===== src/rtl/unary_add_n_if.sv =====
// Control/data bundle for the unary accumulator: phase and mode controls in,
// serial pulse outputs and count status back out.
interface unary_add_n_if #(
  parameter int N_IN = 4,
  parameter int CAP  = 8
);
  localparam int CW = $clog2(CAP + 1);

  logic            en;
  logic            clr;
  logic            read_or_write;
  logic            sat_mode;
  logic [N_IN-1:0] din;
  logic            dout;
  logic            C;
  logic            done;
  logic            busy;
  logic [CW-1:0]   count_o;

  modport master (
    output en, clr, read_or_write, sat_mode, din,
    input  dout, C, done, busy, count_o
  );

  modport slave (
    input  en, clr, read_or_write, sat_mode, din,
    output dout, C, done, busy, count_o
  );
endinterface


===== src/rtl/unary_add_n.sv =====
// N-input unary pulse-count accumulator: sums high lanes modulo CAP+1 (or
// clamps at CAP) and drains the stored count as a train of dout pulses.
module unary_add_n_lane #(
  parameter int AW = 4
) (
  input  logic          bit_i,
  input  logic [AW-1:0] acc_i,
  output logic [AW-1:0] acc_o
);
  assign acc_o = acc_i + AW'(bit_i);
endmodule

module unary_add_n #(
  parameter int N_IN = 4,
  parameter int CAP  = 8
) (
  input  logic        clk,
  input  logic        rst_n,
  unary_add_n_if.slave bus
);
  localparam int CW = $clog2(CAP + 1);
  // Popcount and sum carry one extra bit so count + N_IN never overflows.
  localparam logic [CW:0]   CAP_X = (CW+1)'(CAP);
  localparam logic [CW:0]   CAPP1 = (CW+1)'(CAP + 1);
  localparam logic [CW-1:0] CAP_W = CW'(CAP);

  if (N_IN > CAP + 1 || CAP < 1) begin : g_bad_param
    $error("unary_add_n: need CAP >= 1 and N_IN <= CAP+1");
  end

  logic [N_IN:0][CW:0] acc;
  logic [CW:0]         k;
  logic [CW:0]         sum;

  logic [CW-1:0] count_q, count_d;
  logic          dout_q, dout_d;
  logic          c_q, c_d;
  logic          done_q, done_d;

  assign acc[0] = '0;

  // Ripple popcount: each lane adds its own bit to the running tally.
  for (genvar g = 0; g < N_IN; g++) begin : g_lane
    unary_add_n_lane #(.AW(CW + 1)) u_lane (
      .bit_i (bus.din[g]),
      .acc_i (acc[g]),
      .acc_o (acc[g+1])
    );
  end

  assign k   = acc[N_IN];
  assign sum = {1'b0, count_q} + k;

  always_comb begin
    count_d = count_q;
    dout_d  = 1'b0;
    c_d     = 1'b0;
    done_d  = 1'b0;
    if (bus.clr) begin
      count_d = '0;
    end else if (bus.en) begin
      if (!bus.read_or_write) begin
        if (sum > CAP_X) begin
          c_d     = 1'b1;
          count_d = bus.sat_mode ? CAP_W : CW'(sum - CAPP1);
        end else begin
          count_d = sum[CW-1:0];
        end
      end else if (count_q != '0) begin
        dout_d  = 1'b1;
        done_d  = (count_q == CW'(1));
        count_d = count_q - CW'(1);
      end
    end
  end

  always_ff @(posedge clk or negedge rst_n) begin
    if (!rst_n) begin
      count_q <= '0;
      dout_q  <= 1'b0;
      c_q     <= 1'b0;
      done_q  <= 1'b0;
    end else begin
      count_q <= count_d;
      dout_q  <= dout_d;
      c_q     <= c_d;
      done_q  <= done_d;
    end
  end

  assign bus.dout    = dout_q;
  assign bus.C       = c_q;
  assign bus.done    = done_q;
  assign bus.busy    = (count_q != '0);
  assign bus.count_o = count_q;
endmodule


===== src/flat_wrapper.sv =====
// flat-port wrapper written by rule: the top's interface ports become plain ports
module unary_add_n_flat 
#(
  parameter int N_IN = 4,
  parameter int CAP  = 8
)
  (clk, rst_n, bus_en, bus_clr, bus_read_or_write, bus_sat_mode, bus_din, bus_dout, bus_C, bus_done, bus_busy, bus_count_o);
  unary_add_n_if #(.N_IN(N_IN), .CAP(CAP)) bus_i ();
  input  logic clk;
  input  logic rst_n;
  input wire logic [$bits(bus_i.en)-1:0] bus_en;
  input wire logic [$bits(bus_i.clr)-1:0] bus_clr;
  input wire logic [$bits(bus_i.read_or_write)-1:0] bus_read_or_write;
  input wire logic [$bits(bus_i.sat_mode)-1:0] bus_sat_mode;
  input wire logic [$bits(bus_i.din)-1:0] bus_din;
  output wire logic [$bits(bus_i.dout)-1:0] bus_dout;
  output wire logic [$bits(bus_i.C)-1:0] bus_C;
  output wire logic [$bits(bus_i.done)-1:0] bus_done;
  output wire logic [$bits(bus_i.busy)-1:0] bus_busy;
  output wire logic [$bits(bus_i.count_o)-1:0] bus_count_o;
  assign bus_i.en = bus_en;
  assign bus_i.clr = bus_clr;
  assign bus_i.read_or_write = bus_read_or_write;
  assign bus_i.sat_mode = bus_sat_mode;
  assign bus_i.din = bus_din;
  assign bus_dout = bus_i.dout;
  assign bus_C = bus_i.C;
  assign bus_done = bus_i.done;
  assign bus_busy = bus_i.busy;
  assign bus_count_o = bus_i.count_o;
  unary_add_n #(.N_IN(N_IN), .CAP(CAP)) u_core (.clk(clk), .rst_n(rst_n), .bus(bus_i));
endmodule

===== config.mk =====
export PLATFORM = sky130hd
export DESIGN_NAME = unary_add_n_flat
export DESIGN_NICKNAME = d
export VERILOG_FILES = /design/src/rtl/unary_add_n_if.sv /design/src/rtl/unary_add_n.sv /design/src/flat_wrapper.sv
export SDC_FILE = /design/constraint.sdc
export NUM_CORES = 1
export LEC_CHECK = 0
export ABC_AREA = 1
export ABC_CLOCK_PERIOD_IN_PS = 6500
export CAP_MARGIN = 20
export CORE_UTILIZATION = 40
export CTS_CLUSTER_DIAMETER = 100
export DETAILED_ROUTE_END_ITERATION = 16
export PLACE_DENSITY = 0.67
export SETUP_SLACK_MARGIN = 0.3
export SYNTH_ARGS = -nofsm -noshare
export SYNTH_HDL_FRONTEND = slang
export SYNTH_SLANG_ARGS = --single-unit

===== constraint.sdc =====
create_clock -name clk -period 6.5 [get_ports clk]
set_input_delay 0.975 -clock clk [delete_from_list [all_inputs] [get_ports clk]]
set_output_delay 0.975 -clock clk [all_outputs]
set_load 0.05 [all_outputs]

### Word-level counts from Yosys, hierarchy flattened

Index checks and enable logic that the tools add are counted.

* div/mod/pow operators: 0
* mux-type cells: 18
* $add $sub $neg: 6
* shift operators: 0
* order comparisons: 1
* bitwise logic cells: 0
* eq/ne operators: 2
* reductions and logical operators: 3
* multipliers: 0

Operators by type and width (count)
* two-way mux 4 bit: 6
* two-way mux 1 bit: 12
* adder 5 x 1 -> 5 bit: 2
* adder 4 x 5 -> 5 bit: 1
* greater-than comparator 5 x 4 -> 1 bit (second input constant): 1
* == test 4 x 1 -> 1 bit (second input constant): 1
* nonzero test 4 bit: 1
* subtractor 4 x 1 -> 4 bit (second input constant): 1
* subtractor 4 bit (second input constant): 1
* inequality test 3 x 2 -> 1 bit (second input constant): 1
* adder 1 x 1 -> 2 bit: 1
* AND reduction 2 bit: 1
* nonzero test 2 bit: 1

* latch bits: 0
* ROM bits: 0
* memories: 0
* register bits after elaboration: 7
* memory bits (writable): 0
* bits of input ports: 10

### Longest topological paths before layout

Gate-level depths: netlist of the first run.

* word-level depth: 10
* mapped depth: 17
* gate-level depth less buffers: 17

### Modules after synthesis

Synthesis of the first run repeated with hierarchy kept, for this count alone.

* cells, all modules: 156
* area, all modules: 1026.0 µm²

By module, submodules not included
* unary_add_n: sequential area each 175.2 µm², area an instance 710.7 µm², instances 1, cells each 104
* unary_add_n_lane: sequential area each 0.0 µm², area an instance 78.8 µm², instances 4, cells each 13

### Worst setup path before layout of the first run

No wires, ideal clock.

* path kind: in2reg
* start point: input port bus_din[2]
* end point: register u_core.count_q[3], in the netlist u_core.bus.count_o[3]
* arrival: 3.000 ns
* library setup time: 0.118 ns
* buffers on the path: 0
* slack: 3.382 ns
* stages on the path: 15
* data required time: 6.382 ns
* cell sequence: inv_1 -> fa_1 -> inv_1 -> ha_1 -> fa_1 -> inv_1 -> ha_1 -> nand2_2 -> nand3_2 -> nand2_4 -> nand3_1 -> nand2_1 -> nand2_1 -> nand2_1 -> nand2_1

* cells in the longest elaborated chain, start to end: 9
* elaborated cells on any way between the ends: 10

Ends and longest elaborated chain
* from (decl): line flat_wrapper.sv:15 `input wire logic [$bits(bus_i.din)-1:0] bus_din;`
* adder 5 x 1 -> 5 bit * (2 in series): line unary_add_n.sv:10 `assign acc_o = acc_i + AW'(bit_i);`
* adder 4 x 5 -> 5 bit *: line unary_add_n.sv:52 `assign sum = {1'b0, count_q} + k;`
* subtractor 4 bit: line unary_add_n.sv:65 `count_d = bus.sat_mode ? CAP_W : CW'(sum - CAPP1);`
* two-way mux 4 bit: line unary_add_n.sv:65
* two-way mux 4 bit *: line unary_add_n.sv:63 `if (sum > CAP_X) begin`
* two-way mux 4 bit *: line unary_add_n.sv:62 `if (!bus.read_or_write) begin`
* two-way mux 4 bit *: line unary_add_n.sv:61 `end else if (bus.en) begin`
* two-way mux 4 bit *: line unary_add_n.sv:59 `if (bus.clr) begin`
* to (signal assigned): line unary_add_n.sv:84 `count_q <= count_d;`
* to (decl): line unary_add_n.sv:35 `logic [CW-1:0] count_q, count_d;`

Every way passes the cells marked *; elsewhere a longest branch is shown, timed or not. The select of a mux whose other input is x is not followed.
A chain may end at the register's enable or synchronous reset.

### Worst setup path in the final report of the first run

Same ends and word-level chain as after synthesis.

==> impl_metrics.yaml, run 1 <==
sta:
  hold_slack_ps: 582.4
  slew_headroom_pct: 66.68
  min_period_ps: 3513
  rsz0062_at_grt: "false"
  fin_tns_setup_ps: 0
  drv_slew: 0
  fmax_mhz: 284.7
  fin_ws_ps: 2987
  setup_viol: 0
  fin_crit_sh_pct: 54.04
  finClkSkew_ps: 0.4420
  report.final.hold_viol_count: 0
  worst_slew_pin_slew_ps: 498.2
clock_network:
  clockBufferDepth: 2
  numCtsBuffers: 3
  cts_setup_buffers: 0
  clk_pin_slew_ps: 50
  cts_tree: "done"
  post_cts_resized: 0
  cts_root_buf: "clkbuf_4"
  cts.sinks: 7
  h-tree-depth: 1
  hold_buffers: 0
  clk_latency_ps: 240
floorplanning:
  io_pins: 18
  initial_core_util_pct: 45.13
  coreArea_um2: 1594
  die_x_um: 44.41
  placementRows: 14
  dieArea_um2: 1972
  chipHeight_um: 44.41
grt:
  antenna_found_initial: 0
  grt_max_degree: 10
  grt_usage_pct: 18.33
  grt_first_pass_wirelength_um: 2684
  gr-total-overflow: 0
  first_global_vias: 658
yosys:
  synthesis.nets: 122
  synthTopCellsByArea: "dfrtp_1 (24%), ha_1 (16%), nand2_1 (15%)"
  synth_cells: 101
  seq_area_frac_synth_pct: 24.35
  avgSynthCellArea_um2: 7.123
  syn_area_um2: 719.4
  synth_top_area_share_pct: 24.35
  synth.largest_area_cell: "dfrtp_1"
  yosysWarnings: 0
  synth_seq_cells: 7
  synth_cell_types: 21
detailed_routing:
  num_vias: 692
  ant_nets: 0
  drt_iter0_drc: 10
  avgRoutedWirePerCell_um: 10.12
  vias_per_cell: 4.740
  wl_um: 1478
  drc: 1
  dr.pass1.iters: 10
placement:
  dp_hpwl_um: 1288
  io_buffer_count: 17
  gp_congestion: 0.7686
  pre_cts_ws_ps: 2730
final_layout:
  final_nets: 144
  drive_gt1_share_pct: 13.93
  mostFrequentLayoutCells: "nand2_1 (28), clkdlybuf4s50_1 (17), inv_1 (15)"
  final_common_cell: "nand2_1"
  syn_to_final_growth_pct: 31.48
  diodes: 0
run:
  maxCapViolations: 0
power:
  leakagePower_uw: 0.0005020
  p_comb_share_pct: 67.8
  irDropWorstVdd_mv: 0.1594
  p_switching_uw: 158.0
  clock_power_share_pct: 12.1
  p_sw_share_pct: 51.72
  seq_power_share_pct: 20.0
  power.density_nw_per_um2: 323.0
  p_int_uw: 147.5
critical_path:
  worstSetupEndpointType: "flip-flop"
  cp.required_ps: 6630
  cp.arrival_ps: 3650
  crit_path_start_kind: "input pin"
  crit_fanout: 9
  criticalPathCategory: "input pin to flip-flop"
run_status:
  status: "finished, violations left"
  violations: "DRC"
hold_path:
  hp-class: "flip-flop to flip-flop"
## area by class of cell
class                      count  area (um^2)
clock buffer                   4        26.28
fill                         161        648.1
inverter                      19        71.32
multi-input combinational     75        473.0
sequential                     7        175.2
tap                           24        30.03
timing repair buffer          17        170.2
## registers in the layout, summed over array words and instances, names as in the netlist
signal              flops
u_core.bus.done         1
u_core.bus.C            1
u_core.bus.dout         1
u_core.bus.count_o      4
## worst paths after layout
check | startpoint | endpoint | slack [ps] | cells past startpoint
setup / recovery | bus_din[2] | u_core.bus.count_o[3]$_DFFE_PN0P_ | 2990 | 16
hold / removal | u_core.bus.count_o[1]$_DFFE_PN0P_ | u_core.bus.count_o[1]$_DFFE_PN0P_ | 580 | 2
max in group asynchronous | rst_n | u_core.bus.count_o[0]$_DFFE_PN0P_ | 5300 | 1
setup reg to reg | u_core.bus.count_o[0]$_DFFE_PN0P_ | u_core.bus.count_o[3]$_DFFE_PN0P_ | 3620 | 15
hold reg to reg | u_core.bus.count_o[1]$_DFFE_PN0P_ | u_core.bus.count_o[1]$_DFFE_PN0P_ | 580 | 2
min in group asynchronous | rst_n | u_core.bus.dout$_DFF_PN0_ | 980 | 1
## synth_stat cells
library cell and instances:
inv_2 4, nand3_1 4, nand2_2 6, nor3_1 1, o21ai_1 1, dfrtp_1 7, nand2_4 1, ha_1 9
nand2_1 28, fa_1 2, a21oi_1 7, o21ai_0 1, a31oi_1 1, nor2_1 6, and3_1 1, inv_1 15
o31ai_1 1, xor2_1 1, o211ai_1 2, nand3_2 2, nor3_2 1
## cell families (layout without fill, tap and decap cells)
logic type | count (synthesis) | count (layout) | synth area share [%]
fa+ha+maj | 11 | 11 | 21.22
buf+inv | 19 | 40 | 9.912
simple gates | 50 | 50 | 33.04
compound gates | 13 | 13 | 10.26
flops | 7 | 7 | 24.35
xor+xnor | 1 | 1 | 1.218
## worst max-delay path, cell delays in order
cell and delay (ps):
clkdlybuf4s50_1 450, inv_1 50, fa_1 500, inv_1 50, ha_1 230, fa_1 480
inv_1 80, ha_1 210, nand2_2 70, nand3_2 90, nand2_4 130, nand3_1 80
nand2_1 70, nand2_1 70, nand2_1 70, nand2_1 50
## power groups by stage
stage	Clock, uW	Sequential [uW]	Combinational [uW]
floorplan	0	83.8	132
global placement	0	61.6	204
detailed placement	0	62.0	209
CTS	38.9	61.4	210
global route	40.7	62.3	234
finish	37.1	61.2	207
## metal layers
layer | vias up | track usage [%] | share of wire (%)
met2 | 16 | 33.82 | 53
li1 | 364 | - | -
met1 | 312 | 21.80 | 44
met4 | 0 | 7.273 | 0
met3 | 0 | 1.224 | 2.6
met5 | - | 0 | 0
## metrics by stage
stage,cell area (um^2),cells,total power (uW),util [%]
global route,945.9,146,337.1,59.34
global placement,919.6,142,265.8,57.69
finish,945.9,146,305.5,59.34
detailed placement,919.6,142,270.7,57.69
floorplan,719.4,101,215.8,-
CTS,945.9,146,309.9,59.34
Note: power is estimated with default switching activity, not from simulation.
==> run 2, diff against run 1 <==
Settings changed: ABC_CLOCK_PERIOD_IN_PS 6500 to 3100, PLACE_DENSITY 0.67 to 0.7.
Clock period 6.5 ns to 3.1 ns, I/O delays scaled along.
==> run 2 against run 1 <==
The flow now finishes without violations. Count of clock-buffer cells in the layout unchanged. Setup slack lost 2500 ps. Final cell count up 3.4%. Via count increased by 0.14%. Sequential share of layout area down 1.5 points. Die area unchanged. Highest routed layer unchanged.
==> impl_metrics.yaml, run 2 (synthesis results as in run 1) <==
critical_path:
  slowest_stage: "fa_1"
  worstSetupEndpointType: "flip-flop"
  criticalPathCategory: "flip-flop to flip-flop"
  worstPathCellList: "inv_2 > fa_1 > inv_2 > ha_4 > fa_1 > inv_2 > buf_6 > ha_4 > xor2_1 > o21ai_1 > nand2_1 > nand2_1 > nand2_1 > nand2_1"
  crit_top_cell: "nand2_1"
  crit_fanout: 4
  crit_path_start_kind: "flip-flop"
  reg2reg_slack_ps: 480
  cp.arrival_ps: 2800
  cp.required_ps: 3280
  cpPeakStageDelay_ps: 550
sta:
  setup_viol: 0
  fmax_mhz: 381.6
  report.final.hold_viol_count: 0
  rsz0062_at_grt: "false"
  hold_slack_ps: 467.4
  slew_headroom_pct: 66.94
  finClkSkew_ps: 0.5642
  fin_crit_sh_pct: 84.54
  min_period_ps: 2621
  worst_slew_pin_slew_ps: 494.4
  drv_slew: 0
detailed_routing:
  ant_nets: 0
  avgRoutedWirePerCell_um: 10.13
  dr.pass1.iters: 5
  drt_iter0_drc: 10
  vias_per_cell: 4.589
  drc: 0
  wl_um: 1529
  num_vias: 693
grt:
  first_global_vias: 687
  gr-total-overflow: 0
  grt_first_pass_wirelength_um: 2670
  antenna_found_initial: 0
  grt_max_degree: 8
  grt_usage_pct: 18.07
final_layout:
  final_common_cell: "nand2_1"
  drive_gt1_share_pct: 23.62
  largest_register_ffs: 4
  seqCellArea_um2: 176.4
  diodes: 0
  syn_to_final_growth_pct: 43.83
  mostFrequentLayoutCells: "nand2_1 (28), clkdlybuf4s50_1 (15), inv_1 (12)"
  multi_input_comb_area_um2: 529.3
  final_util_pct: 64.91
  final_nets: 149
  fillers: 140
clock_network:
  clk_latency_ps: 240
  clockBufferDepth: 2
  cts_root_buf: "clkbuf_4"
  clk_pin_slew_ps: 50
  cts_tree: "done"
  cts.sinks: 7
  h-tree-depth: 1
  hold_buffers: 0
  numCtsBuffers: 3
floorplanning:
  dieArea_um2: 1972
  io_pins: 18
  chipHeight_um: 44.41
  coreArea_um2: 1594
  placementRows: 14
  die_x_um: 44.41
  initial_core_util_pct: 45.13
power:
  leakagePower_uw: 0.0005297
  power.density_nw_per_um2: 716.1
  irDropWorstVdd_mv: 0.3521
run:
  maxCapViolations: 0
run_status:
  status: "finished, final reports clean"
hold_path:
  hp-class: "input pin to asynchronous set/reset pin"
placement:
  gp_congestion: 0.7301
  io_buffer_count: 17
  dp_hpwl_um: 1176
run 2: cell count changes in the layout (fill, tap and decap cells not counted), sizes merged:
cell	before	now
buf	0	4
clkdlybuf4s50	17	15
dlygate4sd2	0	2
nand2	35	36
run 2: path summary, 6_finish.rpt:
check / depth (start not counted) / end / from
worst min-delay path: 1 / u_core.bus.count_o[1]$_DFFE_PN0P_ / rst_n
max in group asynchronous: 1 / u_core.bus.count_o[0]$_DFFE_PN0P_ / rst_n
worst max-delay path: 14 / u_core.bus.count_o[2]$_DFFE_PN0P_ / u_core.bus.count_o[0]$_DFFE_PN0P_
worst max register to register: 14 / u_core.bus.count_o[2]$_DFFE_PN0P_ / u_core.bus.count_o[0]$_DFFE_PN0P_
worst min register to register: 2 / u_core.bus.count_o[1]$_DFFE_PN0P_ / u_core.bus.count_o[1]$_DFFE_PN0P_
min in group clk: 2 / u_core.bus.count_o[1]$_DFFE_PN0P_ / u_core.bus.count_o[1]$_DFFE_PN0P_
run 2: power by group:
part	internal, uW	switching [uW]
clock	48.9	30.4
combinational	214	319
sequential	107	21.6
run 2: final cells by class:
class / instances / area share (%)
Sequential cell: 7 / 17.05
Tap cell: 24 / 2.902
Timing Repair Buffer: 21 / 19.47
Inverter: 19 / 6.892
Clock buffer: 4 / 2.539
Multi-Input combinational cell: 76 / 51.15
run 2: stage by stage:
stage	cells	TNS (ps)	area [um^2]	total power, uW	worst slack (ps)
final	151	0	1035	740.9	479.1
after CTS	150	0	1027	733.9	452.1
after global routing	151	0	1035	808.9	320.9
after detailed placement	144	-244.0	935.9	578.3	-110.8
after global placement	144	-144.9	935.9	572.9	-83.11
after floorplan	101	0	720.7	453.9	315.0
run 2: critical path: cells and delay by family (launching register included):
family | cells | cell delay (ps)
flops | 1 | 400
simple gates | 4 | 220
compound gates | 1 | 130
buf+inv | 4 | 310
fa+ha+maj | 4 | 1360
xor+xnor | 1 | 150
run 2: routing by layer:
| layer | vias up | GRT usage [%] | share of wire (%) |
|---|---|---|---|
| met5 | - | 0 | 0 |
| li1 | 372 | - | - |
| met4 | 0 | 7.273 | 0 |
| met1 | 309 | 22.56 | 49 |
| met3 | 0 | 1.224 | 1.3 |
| met2 | 12 | 32.06 | 50 |
run 2: repair_timing:
item,CTS,global route
buffers inserted,1,1
setup endpoints to repair,4,1
cloned,1,0
resized for setup,13,0
pin swaps,10,0
